$ cat src/rtl/mem_arbiter.sv
// mem_arbiter: serialises icache fills and dcache reads/writes onto one RAM port.
// Dcache has priority; a starve counter forces an icache grant. ARB_ERRCNT_EN adds err_count.
module mem_arbiter #(
    parameter int STARVE_LIMIT = 4,
    parameter int ADDR_W = 32
) (
    input  logic              CLK,
    input  logic              nRST,
    input  logic              iREN,
    input  logic [ADDR_W-1:0] iaddr,
    output logic              iwait,
    output logic [ADDR_W-1:0] iload,
    input  logic              dREN,
    input  logic              dWEN,
    input  logic [ADDR_W-1:0] daddr,
    input  logic [ADDR_W-1:0] dstore,
    output logic              dwait,
    output logic [ADDR_W-1:0] dload,
    output logic              ramREN,
    output logic              ramWEN,
    output logic [ADDR_W-1:0] ramaddr,
    output logic [ADDR_W-1:0] ramstore,
    input  logic [ADDR_W-1:0] ramload,
    input  logic [1:0]        ramstate,
    output logic [15:0]       err_count
);
    typedef enum logic [1:0] {IDLE, DGRANT, IGRANT} state_t;
    localparam int SW = $clog2(STARVE_LIMIT + 1);
    localparam logic [SW-1:0] LIMIT = SW'(STARVE_LIMIT);
    localparam logic [1:0] ACCESS = 2'd2;
    localparam logic [1:0] ERROR = 2'd3;
    state_t state_q, state_d;
    logic [SW-1:0] starve_q, starve_d;
    logic d_act, d_done, i_done;
    assign d_act  = dREN | dWEN;
    // A withdrawn requester never completes, even if the RAM reports ACCESS.
    assign d_done = (state_q == DGRANT) && d_act && (ramstate == ACCESS);
    assign i_done = (state_q == IGRANT) && iREN && (ramstate == ACCESS);
    assign iload  = ramload;
    assign dload  = ramload;
    always_ff @(posedge CLK or negedge nRST) begin
        if (!nRST) begin
            state_q  <= IDLE;
            starve_q <= '0;
        end else begin
            state_q  <= state_d;
            starve_q <= starve_d;
        end
    end
    always_comb begin
        state_d  = state_q;
        starve_d = starve_q;
        ramREN   = 1'b0;
        ramWEN   = 1'b0;
        ramaddr  = '0;
        ramstore = '0;
        iwait    = !i_done;
        dwait    = !d_done;
        case (state_q)
            IDLE: state_d = (iREN && starve_q == LIMIT) ? IGRANT :
                            d_act ? DGRANT : iREN ? IGRANT : IDLE;
            DGRANT: begin
                ramaddr  = daddr;
                ramstore = dstore;
                ramWEN   = dWEN;
                ramREN   = dREN & ~dWEN;
                if (!d_act || d_done)
                    state_d = IDLE;
                if (d_done)
                    starve_d = !iREN ? '0 : (starve_q == LIMIT) ? starve_q : starve_q + 1'b1;
            end
            IGRANT: begin
                ramaddr = iaddr;
                ramREN  = iREN;
                if (!iREN || i_done)
                    state_d = IDLE;
                if (i_done)
                    starve_d = '0;
            end
            default: state_d = IDLE;
        endcase
    end
`ifdef ARB_ERRCNT_EN
    logic [15:0] err_q, err_d;
    always_comb
        err_d = (state_q != IDLE && ramstate == ERROR && err_q != 16'hFFFF) ? err_q + 16'd1 : err_q;
    always_ff @(posedge CLK or negedge nRST) begin
        if (!nRST)
            err_q <= '0;
        else
            err_q <= err_d;
    end
    assign err_count = err_q;
`else
    assign err_count = '0;
`endif
endmodule

$ cat config.mk
export PLATFORM = sky130hd
export DESIGN_NAME = mem_arbiter
export DESIGN_NICKNAME = d
export VERILOG_FILES = /design/src/rtl/mem_arbiter.sv
export SDC_FILE = /design/constraint.sdc
export NUM_CORES = 1
export LEC_CHECK = 0
export BUFFER_PORTS_ARGS = -buffer_cell sky130_fd_sc_hd__buf_2
export CAP_MARGIN = 20
export CORE_AREA = 3 3 108 110
export DETAILED_ROUTE_END_ITERATION = 12
export DIE_AREA = 0 0 111 113
export SLEW_MARGIN = 20
export SYNTH_ARGS = -nofsm -noshare
export SYNTH_HDL_FRONTEND = slang
export SYNTH_SLANG_ARGS = --single-unit
export TNS_END_PERCENT = 10
$ cat constraint.sdc
create_clock -name CLK -period 4.85 [get_ports CLK]
set_input_delay 1.2125 -clock CLK [delete_from_list [all_inputs] [get_ports CLK]]
set_output_delay 1.2125 -clock CLK [all_outputs]
set_load 0.005 [all_outputs]
== Word-level counts from Yosys, hierarchy flattened ==
Index checks and enable logic that the tools add are counted.

* Register bits after elaboration: 5
* Output and inout bits: 148
* Logic and storage cells: 45

* Add/sub/neg operators: 1
* Equal/unequal tests: 9
* Muxes and demuxes: 15
* Bitwise gates (word level): 3
* Reductions and logical operators: 15

{| class="wikitable"
|+ Operators with widths
! operator !! number
|-
| $pmux 32 s2 || 1
|-
| $mux 32 || 1
|-
| $mux 3 || 4
|-
| $mux 2 || 5
|-
| $pmux 2 s3 || 1
|-
| $pmux 3 s2 || 1
|-
| $logic_and 1x1->1 || 5
|-
| $eq 2x2->1 const B || 2
|-
| $logic_not 1->1 || 4
|-
| $ne 2x1->1 const B || 2
|-
| $ne 2x2->1 const B || 2
|-
| $reduce_and 4->1 || 1
|-
| $add 3x1->3 const B || 1
|-
| $eq 3x3->1 const B || 1
|-
| $ne 3x3->1 const B || 1
|-
| $eq 2x1->1 const B || 1
|-
| $logic_not 2->1 || 1
|-
| $logic_or 1x1->1 || 2
|-
| $pmux 1 s2 || 1
|-
| $reduce_and 2->1 || 1
|-
| $reduce_bool 2->1 || 1
|-
| $and 1x1->1 || 1
|-
| $mux 1 || 1
|-
| $not 1->1 || 1
|-
| $or 1x1->1 || 1
|}

== Depth between registers and ports, before layout ==
Gate-level depths: netlist of run 1.

* Depth after elaboration: 6
* Depth in mapped cells: 8
* Gate-level depth less buffers: 6

== Worst setup path before layout of run 1 ==
No wires, ideal clock.

* Kind: in2out
* Start point: in ramstate[1]
* End point: out dwait
* Data arrival time: 1.772 ns
* Data required time: 3.638 ns
* Path slack: 1.866 ns
* Cell stages on the path: 2
* Cells stage by stage: or2b_4 -> or2_2

* Longest elaborated chain between the ends: 3

{| class="wikitable"
|+ Ends and longest elaborated chain
! what !! RTL line !! source
|-
| start, declared || 24 || <nowiki>input logic [1:0] ramstate,</nowiki>
|-
| $eq 2x2->1 || 37 || <nowiki>assign d_done = (state_q == DGRANT) && d_act && (ramstate == ACCESS);</nowiki>
|-
| $logic_and 1x1->1 || 37 ||
|-
| $logic_not 1->1 || 58 || <nowiki>dwait = !d_done;</nowiki>
|-
| end, declared || 17 || <nowiki>output logic dwait,</nowiki>
|}

No other way between the ends.

== Final worst setup path of run 1 ==
* Start point: in ramstate[0]
* End point: out dwait

The elaborated chain is that of the path after synthesis.

==> impl_metrics.toml, run 1 <==
[timing]
tns_ns = 0
slew_violations = 0
fmax_mhz = 309.6
fin_ws_ns = 1.620
fin_skew_ns = 0.002390
final-hold-violation-count = 0
layout_min_cycle_time_ns = 3.230
slew_headroom = 0.4222
worst_slew_pin_slew_ns = 0.8666
setup_violations = 0
rsz0062_at_grt = "no"
fin_crit_sh = 0.6659

[yosys]
synthTopCellsByCount = "buf_4 (80), and2_1 (33), nor2b_1 (33)"
postSynthCellCount = 234
synth_area_leaders = "buf_4 (35%), a22oi_1 (14%), and2_1 (12%)"
ys.flop_type = "dfrtp_1"
yosys.area.top_type = "buf_4"
synth_seq_cells = 5
synth-warning-count = 0
yosys.cell_count.top_type = "buf_4"
synthArstFlopShare = 1.000
syn-mean-instance-area_um2 = 7.395
netlist.area_leader.share = 0.3471
ys_types = 30
synth-edff-count = 0
syn_area_um2 = 1730
ys_seq_area_frac = 0.07231

[global_route]
grt_max_degree = 71
antenna_found_initial = 0
grt_util_all_layers = 0.08780
grt_pass1_wl_um = 9232
grt_overflow = 0
grt_pass1_vias = 1910

[detailed_routing]
drc = 0
wl_um = 6110
drtPass1Iterations = 5
drt_iter0_markers = 47
dr_total_vias = 1852
wl_per_cell_um = 13.03
drtAntennaViolNets = 0
routed_via_density = 3.949

[clock_tree]
cts_buffers = 3
cts.sinks = 5
cts-root-buf = "clkbuf_8"
postCtsSetupBuffers = 0
clock_latency_ns = 0.22
cts_hold_buf = 0
clk_pin_slew_ns = 0.03
cts_buffer_depth = 2
cts_max_level = 1
cts_tree = "yes"
post_cts_resized = 0

[placed_design]
pre_cts_ws_ns = 1.468
place_hpwl_um = 5184
globalplace.congestion = 0.8764
port_buffers = 170

[pwr]
ir_drop_uv = 137.5
powerDensity_nw_per_um2 = 343.3
p_leak_nw = 1.217

[setup_path]
worstSetupPathType = "in -> out"
crit_fanout = 3
r2r_slack_ns = 2.79
crit_path_start_kind = "input pin"
critPathRequiredTime_ns = 3.64
r2r_cells = 6
crit_arrival_ns = 2.02
setup.worst_path.end_class = "output pin"
r2r-start = "state_q[0]$_DFFE_PN0P_"
r2r-end = "starve_q[2]$_DFFE_PN0P_"
startpoint = "ramstate[0]"

[layout]
fillers = 1224
seq_area_um2 = 125.1
antenna_cells = 0
finalNetCount = 470
syn2layout_area_growth_pct = 27.40
layout-drive-gt1-share = 0.5532
multiInputGateArea_um2 = 982.2

[run_status]
status = "finished, final reports clean"

[die]
rows = 38
die_h_um = 113
initial_core_util = 0.1603
die_x_um = 111
core_um2 = 10790
io_pins = 283
die-area_um2 = 12540

[hold_path]
hold_end = "starve_q[1]$_DFFE_PN0P_"
holdCritStartpoint = "starve_q[1]$_DFFE_PN0P_"
hold_class = "reg -> reg"
min_path_cells = 1

[job]
cap_viol_max_count = 0
==> metal layers <==
metal | GRT usage | up-vias | part of all wire
li1 | - | 865 | -
met5 | 0 | - | 0
met4 | 0.04351 | 0 | 0.033
met3 | 0.02193 | 33 | 0.098
met1 | 0.09767 | 845 | 0.38
met2 | 0.1561 | 109 | 0.49
==> report_power, final <==
group	total (mW)	switching (mW)	internal, mW
clock network	0.0745	0.0182	0.0562
logic	0.613	0.311	0.302
registers	0.0694	0.0140	0.0554
total	0.757	0.343	0.414
==> cells by family (layout without fill, tap and decap cells) <==
family / count (synthesis) / in the layout / synth area share
DFF: 5 / 5 / 0.07231
buffers and inverters: 100 / 180 / 0.3999
other: 1 / 16 / 0.002167
and+or+nand+nor: 81 / 81 / 0.3044
AOI/OAI and AO/OA: 41 / 41 / 0.1786
muxes: 1 / 1 / 0.006507
adders and majority gates: 5 / 5 / 0.03615
==> sequential cells by signal, summed over array words and instances (netlist names) <==
signal,count
state_q,2
starve_q,3
==> per-stage QoR <==
step                      cell area [um^2]  utilization  power (mW)  cells  hold WS [ns]
after global placement                2150       0.1992      0.6684    465        0.4921
after floorplan                       1787            -      0.4925    249        0.4753
final                                 2205       0.2043      0.7568    469        0.5464
after detailed placement              2150       0.1992      0.6841    465        0.5346
after global routing                  2205       0.2043      0.8425    469        0.5775
after CTS                             2195       0.2033      0.7614    469        0.5429
==> worst max-delay path by stage <==
| stage | end | slack (ns) | depth (start not counted) |
|---|---|---|---|
| after floorplan | dwait | 1.87 | 2 |
| after global placement | dwait | 1.58 | 5 |
| after detailed placement | dwait | 1.47 | 5 |
| after CTS | dwait | 1.24 | 5 |
| after global routing | dwait | 1.42 | 5 |
| final | dwait | 1.62 | 4 |
==> cell usage in the layout, fill, tap and decap left out <==
cell      count
buf_2       170
nor2b_1      33
and2_1       33
a22oi_1      32
conb_1       16
inv_1         5
dfrtp_1       5
ha_1          4
nand2_1       3
clkbuf_8      3
nand3b_1      2
nand3_1       2
o21ai_0       2
a221o_1       2
a21boi_0      1
or2b_4        1
or2_2         1
a21oi_1       1
nand3_2       1
o21ai_2       1
o31ai_1       1
nor2_1        1
nor4b_4       1
nand2b_1      1
a22o_2        1
and2b_1       1
and3b_1       1
mux2_2        1
ha_4          1
clkbuf_1      1
buf_4         1
==> worst max-delay path: stages <==
cell and delay (ns):
buf_2 0.11, or2b_4 0.27, or2_2 0.30, buf_2 0.13
==> layout make-up <==
type                    count  share of cell area
multi-input cells         144              0.4455
repair buffers            171              0.3893
well taps                 140             0.07946
flip-flops and latches      5             0.05675
clock buffers               4             0.02043
inverters                   5            0.008513
No activity file was read; power rests on OpenSTA's default activity.
==> inputs of run 2 (changes only) <==
--- a/config.mk
+++ b/config.mk
@@ -5,11 +5,12 @@
 export SDC_FILE = /design/constraint.sdc
 export NUM_CORES = 1
 export LEC_CHECK = 0
+export ABC_AREA = 1
 export BUFFER_PORTS_ARGS = -buffer_cell sky130_fd_sc_hd__buf_2
 export CAP_MARGIN = 20
-export CORE_AREA = 3 3 108 110
+export CORE_AREA = 3 3 110 112
 export DETAILED_ROUTE_END_ITERATION = 12
-export DIE_AREA = 0 0 111 113
+export DIE_AREA = 0 0 113 115
 export SLEW_MARGIN = 20
 export SYNTH_ARGS = -nofsm -noshare
 export SYNTH_HDL_FRONTEND = slang
==> constraint.sdc (replaced) <==
create_clock -name CLK -period 3.1 [get_ports CLK]
set_input_delay 0.775 -clock CLK [delete_from_list [all_inputs] [get_ports CLK]]
set_output_delay 0.775 -clock CLK [all_outputs]
set_load 0.005 [all_outputs]
==> impl_metrics.toml, run 2 <==
[placed_design]
place_hpwl_um = 5415
pre_cts_ws_ns = 0.6495
dp_cells = 555
globalplace.congestion = 0.7382
port_buffers = 170

[clock_tree]
clk_pin_slew_ns = 0.03
cts.sinks = 5
postCtsSetupBuffers = 0
post_cts_resized = 0
cts_buffers = 3
cts_buffer_depth = 2
clock_latency_ns = 0.22
cts_tree = "yes"
cts-root-buf = "clkbuf_16"
cts_hold_buf = 0
cts_max_level = 1

[global_route]
grt_max_degree = 32
grt_util_all_layers = 0.08585
antenna_found_initial = 1
grt_pass1_wl_um = 8866
grt_overflow = 0
grt_pass1_vias = 1781

[timing]
tns_ns = 0
fmax_mhz = 384.0
whs_ns = 0.3648
fin_ws_ns = 0.4958
rsz0062_at_grt = "no"
layout_min_cycle_time_ns = 2.604
setup_violations = 0
fin_skew_ns = 0.001006
final-hold-violation-count = 0
fin_crit_sh = 0.8401
slew_violations = 0

[layout]
final_util = 0.2040
syn2layout_area_growth_pct = 29.36
top_regs = "starve_q (3), state_q (2)"
fillers = 1332
largest_register_ffs = 3
layout_common_cells = "buf_2 (170), nand2_1 (114), inv_1 (44)"
antenna_cells = 0
finalNetCount = 557
fin_cells = 559
final_common_cell = "buf_2"
multiInputGateArea_um2 = 855.8
top_register = "starve_q"
seq_area_um2 = 125.1
layout-drive-gt1-share = 0.4495

[yosys]
syn-mean-instance-area_um2 = 5.615
synth-edff-count = 0
synth-warning-count = 0
yosys.cell_count.top_type = "nand2_1"
yosys.area.top_type = "buf_4"
netlist.area_leader.share = 0.3700
yosys.area_share.adder = 0.03504
synth_seq_cells = 5
synth-xor-area-share = 0.004905
synth-simple-area-share = 0.3090
postSynthCellCount = 318
synthTopCellsByCount = "nand2_1 (114), buf_4 (88), inv_1 (44)"
syn_area_um2 = 1785
ys.flop_type = "dfrtp_1"
synthMuxAreaShare = 0
synth_compound_area_frac = 0.09530
ys_types = 19
synth_area_leaders = "buf_4 (37%), nand2_1 (24%), a21oi_1 (9.3%)"
synth_top_family_by_area = "buffers and inverters"
synthArstFlopShare = 1.000
ys_seq_area_frac = 0.07008

[detailed_routing]
dr_total_vias = 2037
wl_per_cell_um = 11.42
routed_via_density = 3.644
wl_um = 6381
drtAntennaViolNets = 0
drtPass1Iterations = 4
drt_iter0_markers = 55
drc = 0

[pwr]
ir_drop_uv = 257.1
powerDensity_nw_per_um2 = 579.8
p_leak_nw = 1.542

[hold_path]
hold_class = "in -> async"

[die]
core_um2 = 11320
rows = 39
die-area_um2 = 13000
io_pins = 283
die_x_um = 113
die_h_um = 115
initial_core_util = 0.1577

[job]
cap_viol_max_count = 0

[run_status]
status = "finished, final reports clean"

[setup_path]
setup.worst_path.end_class = "output pin"
slowest_delay_ns = 0.38
crit_fanout = 27
worstSetupPathType = "reg -> out"
crit_top_cell = "inv_1"
slowest_stage = "dfrtp_1"
crit_chain = "inv_1, ha_1, inv_1, buf_4, a21oi_1, buf_2"
crit_arrival_ns = 1.83
critPathRequiredTime_ns = 2.32
crit_path_start_kind = "flop"
r2r_cells = 8
## run 2: cell count changes in the layout (fill, tap and decap cells not counted), moves of 3 or more
cell,previous run,this run
nand2_1,3,114
inv_1,5,44
and2_1,33,0
nor2b_1,33,0
a21oi_1,1,33
a22oi_1,32,0
nand3_1,2,7
clkbuf_16,0,3
clkbuf_8,3,0
nand2_2,0,3
## run 2: metal layers
metal | global-route usage | up-vias | share of wire
met2 | 0.1473 | 143 | 0.47
met3 | 0.04053 | 28 | 0.14
li1 | - | 1041 | -
met5 | 0 | - | 0.0017
met4 | 0.02644 | 2 | 0.027
met1 | 0.09461 | 823 | 0.36
## run 2: per-stage QoR
step	power [mW]	area [um^2]
2_1_floorplan	0.8131	1842
5_1_grt	1.501	2310
3_3_place_gp	1.155	2231
4_1_cts	1.378	2310
6_report	1.339	2310
3_5_place_dp	1.160	2231
## run 2: critical path, delay by kind of cell (launching register included)
| family | cells | cell delay, ns |
|---|---|---|
| buffers and inverters | 4 | 0.84 |
| AO/OA/AOI/OAI | 1 | 0.08 |
| flip-flops | 1 | 0.38 |
| adder cells (fa/ha/maj) | 1 | 0.29 |
## run 2: power breakdown
| part | internal, mW | switching (mW) |
|---|---|---|
| Clock | 0.170 | 0.0377 |
| Combinational | 0.421 | 0.601 |
| Sequential | 0.0884 | 0.0209 |
| Total | 0.680 | 0.660 |
## run 2: final cells by class
class / count / area share
inverter: 44 / 0.07151
clock buffer: 4 / 0.03413
multi-input combinational: 189 / 0.3705
tap: 143 / 0.07746
timing repair buffer: 174 / 0.3922
sequential: 5 / 0.05417
## run 2: cells by family after synthesis
family                   Yosys count
AO/OA/AOI/OAI                     34
XOR/XNOR                           1
adder cells (fa/ha/maj)            5
buffers and inverters            139
flip-flops                         5
other                              1
AND/OR/NAND/NOR                  133
## run 2: final timing paths
path                                              start  slack, ns                 endpoint
worst max-delay path             state_q[0]$_DFFE_PN0P_       0.50               ramaddr[4]
worst min-delay path                               nRST       0.36  starve_q[1]$_DFFE_PN0P_
worst min register to register  starve_q[1]$_DFFE_PN0P_       0.49  starve_q[1]$_DFFE_PN0P_
min in group CLK                starve_q[1]$_DFFE_PN0P_       0.49  starve_q[1]$_DFFE_PN0P_
worst max register to register   state_q[0]$_DFFE_PN0P_       1.34   state_q[1]$_DFFE_PN0P_
max in group asynchronous                          nRST       2.60   state_q[1]$_DFFE_PN0P_
==> inputs of run 3 (changes only) <==
==> constraint.sdc (replaced) <==
create_clock -name CLK -period 2.5 [get_ports CLK]
set_input_delay 0.625 -clock CLK [delete_from_list [all_inputs] [get_ports CLK]]
set_output_delay 0.625 -clock CLK [all_outputs]
set_load 0.005 [all_outputs]
==> impl_metrics.toml, run 3 (synthesis results as in run 2) <==
[global_route]
grt_util_all_layers = 0.08455
antenna_found_initial = 0
grt_overflow = 0
grt_max_degree = 46
grt_pass1_vias = 1745
grt_pass1_wl_um = 8756

[die]
io_pins = 283
rows = 39
die_h_um = 115
die-area_um2 = 13000
core_um2 = 11320
initial_core_util = 0.1577
die_x_um = 113

[clock_tree]
clk_pin_slew_ns = 0.03
cts_max_level = 1
post_cts_resized = 0
cts.sinks = 5
cts_tree = "yes"
cts_buffer_depth = 2
cts-root-buf = "clkbuf_16"
clock_latency_ns = 0.22
cts_hold_buf = 0
postCtsSetupBuffers = 0
cts_buffers = 3

[setup_path]
critPathRequiredTime_ns = 1.88
worstSetupPathType = "reg -> out"
slowest_delay_ns = 0.37
crit_buf_inv = 3
crit_path_start_kind = "flop"
crit_cells = 6
setup.worst_path.end_class = "output pin"
crit_arrival_ns = 1.61
r2r_cells = 8
crit_family = "buffers and inverters"
crit_fanout = 25
r2r_slack_ns = 1.11
r2r-end = "state_q[1]$_DFFE_PN0P_"
crit_chain = "inv_1, ha_2, buf_4, nand2_1, a21oi_1, buf_2"
r2r-start = "state_q[1]$_DFFE_PN0P_"
slowest_stage = "dfrtp_1"

[detailed_routing]
dr_total_vias = 2022
drt-met1-wl_um = 2216
drtAntennaViolNets = 0
routed_via_density = 3.604
wl_per_cell_um = 11.04
drc = 0
drtPass1Iterations = 4
wl_met2_um = 2951
drt_iter0_markers = 81
met3_length_um = 864
wl_um = 6195
top_layer_used = "met4"

[layout]
fin_cells = 561
finalNetCount = 559
top_register = "starve_q"
antenna_cells = 0
largest_register_ffs = 3
syn2layout_area_growth_pct = 29.50
layout-drive-gt1-share = 0.4522
top_regs = "starve_q (3), state_q (2)"
final_common_cell = "buf_2"
final_area_um2 = 2312
layout_common_cells = "buf_2 (170), nand2_1 (114), inv_1 (44)"

[timing]
final-hold-violation-count = 0
rsz0062_at_grt = "no"
fin_ws_ns = 0.2614
fin_skew_ns = 0.001125
slew_violations = 0
tns_ns = 0
fmax_mhz = 446.7
fin_crit_sh = 0.8955
layout_min_cycle_time_ns = 2.239
setup_violations = 0

[placed_design]
pre_cts_ws_ns = 0.4960
place_area_um2 = 2233
place_hpwl_um = 5283
port_buffers = 170
dp_cells = 557
globalplace.congestion = 0.7313

[pwr]
powerDensity_nw_per_um2 = 708.1
ir_drop_uv = 475.8
p_leak_nw = 1.548
total_power_mw = 1.637

[job]
cap_viol_max_count = 0

[run_status]
status = "finished, final reports clean"

[hold_path]
hold_class = "in -> async"
[run 3: per-stage QoR]
step                utilization  hold slack [ns]
floorplan                     -           0.3294
global placement         0.1973           0.4441
detailed placement       0.1973           0.4478
CTS                      0.2042           0.2106
global route             0.2042           0.2185
finish                   0.2042           0.2092
[run 3: final cells by class]
| type | instances | area [um^2] |
|---|---|---|
| Multi-Input combinational cell | 189 | 855.8 |
| Clock buffer | 4 | 78.83 |
| Sequential cell | 5 | 125.1 |
| Tap cell | 143 | 178.9 |
| Fill cell | 1322 | 9009 |
| Inverter | 44 | 165.2 |
| Timing Repair Buffer | 176 | 908.4 |
[run 3: how the worst max path moves through the flow]
stage                                 from     endpoint  slack (ns)
finish              state_q[1]$_DFFE_PN0P_  ramaddr[23]        0.26
CTS                 state_q[1]$_DFFE_PN0P_  ramaddr[23]        0.25
global route        state_q[1]$_DFFE_PN0P_  ramaddr[25]        0.12
floorplan           state_q[0]$_DFFE_PN0P_       ramREN        0.72
detailed placement  state_q[1]$_DFFE_PN0P_  ramaddr[23]        0.50
global placement    state_q[1]$_DFFE_PN0P_  ramaddr[23]        0.50
[run 3: layer usage]
layer | vias up | track usage
li1 | 1045 | -
met1 | 810 | 0.09404
met2 | 143 | 0.1473
met3 | 24 | 0.03368
met4 | 0 | 0.02885
met5 | - | 0
[run 3: power breakdown]
group	switching, mW	internal [mW]
Combinational	0.731	0.514
Sequential	0.0250	0.110
Clock	0.0470	0.211
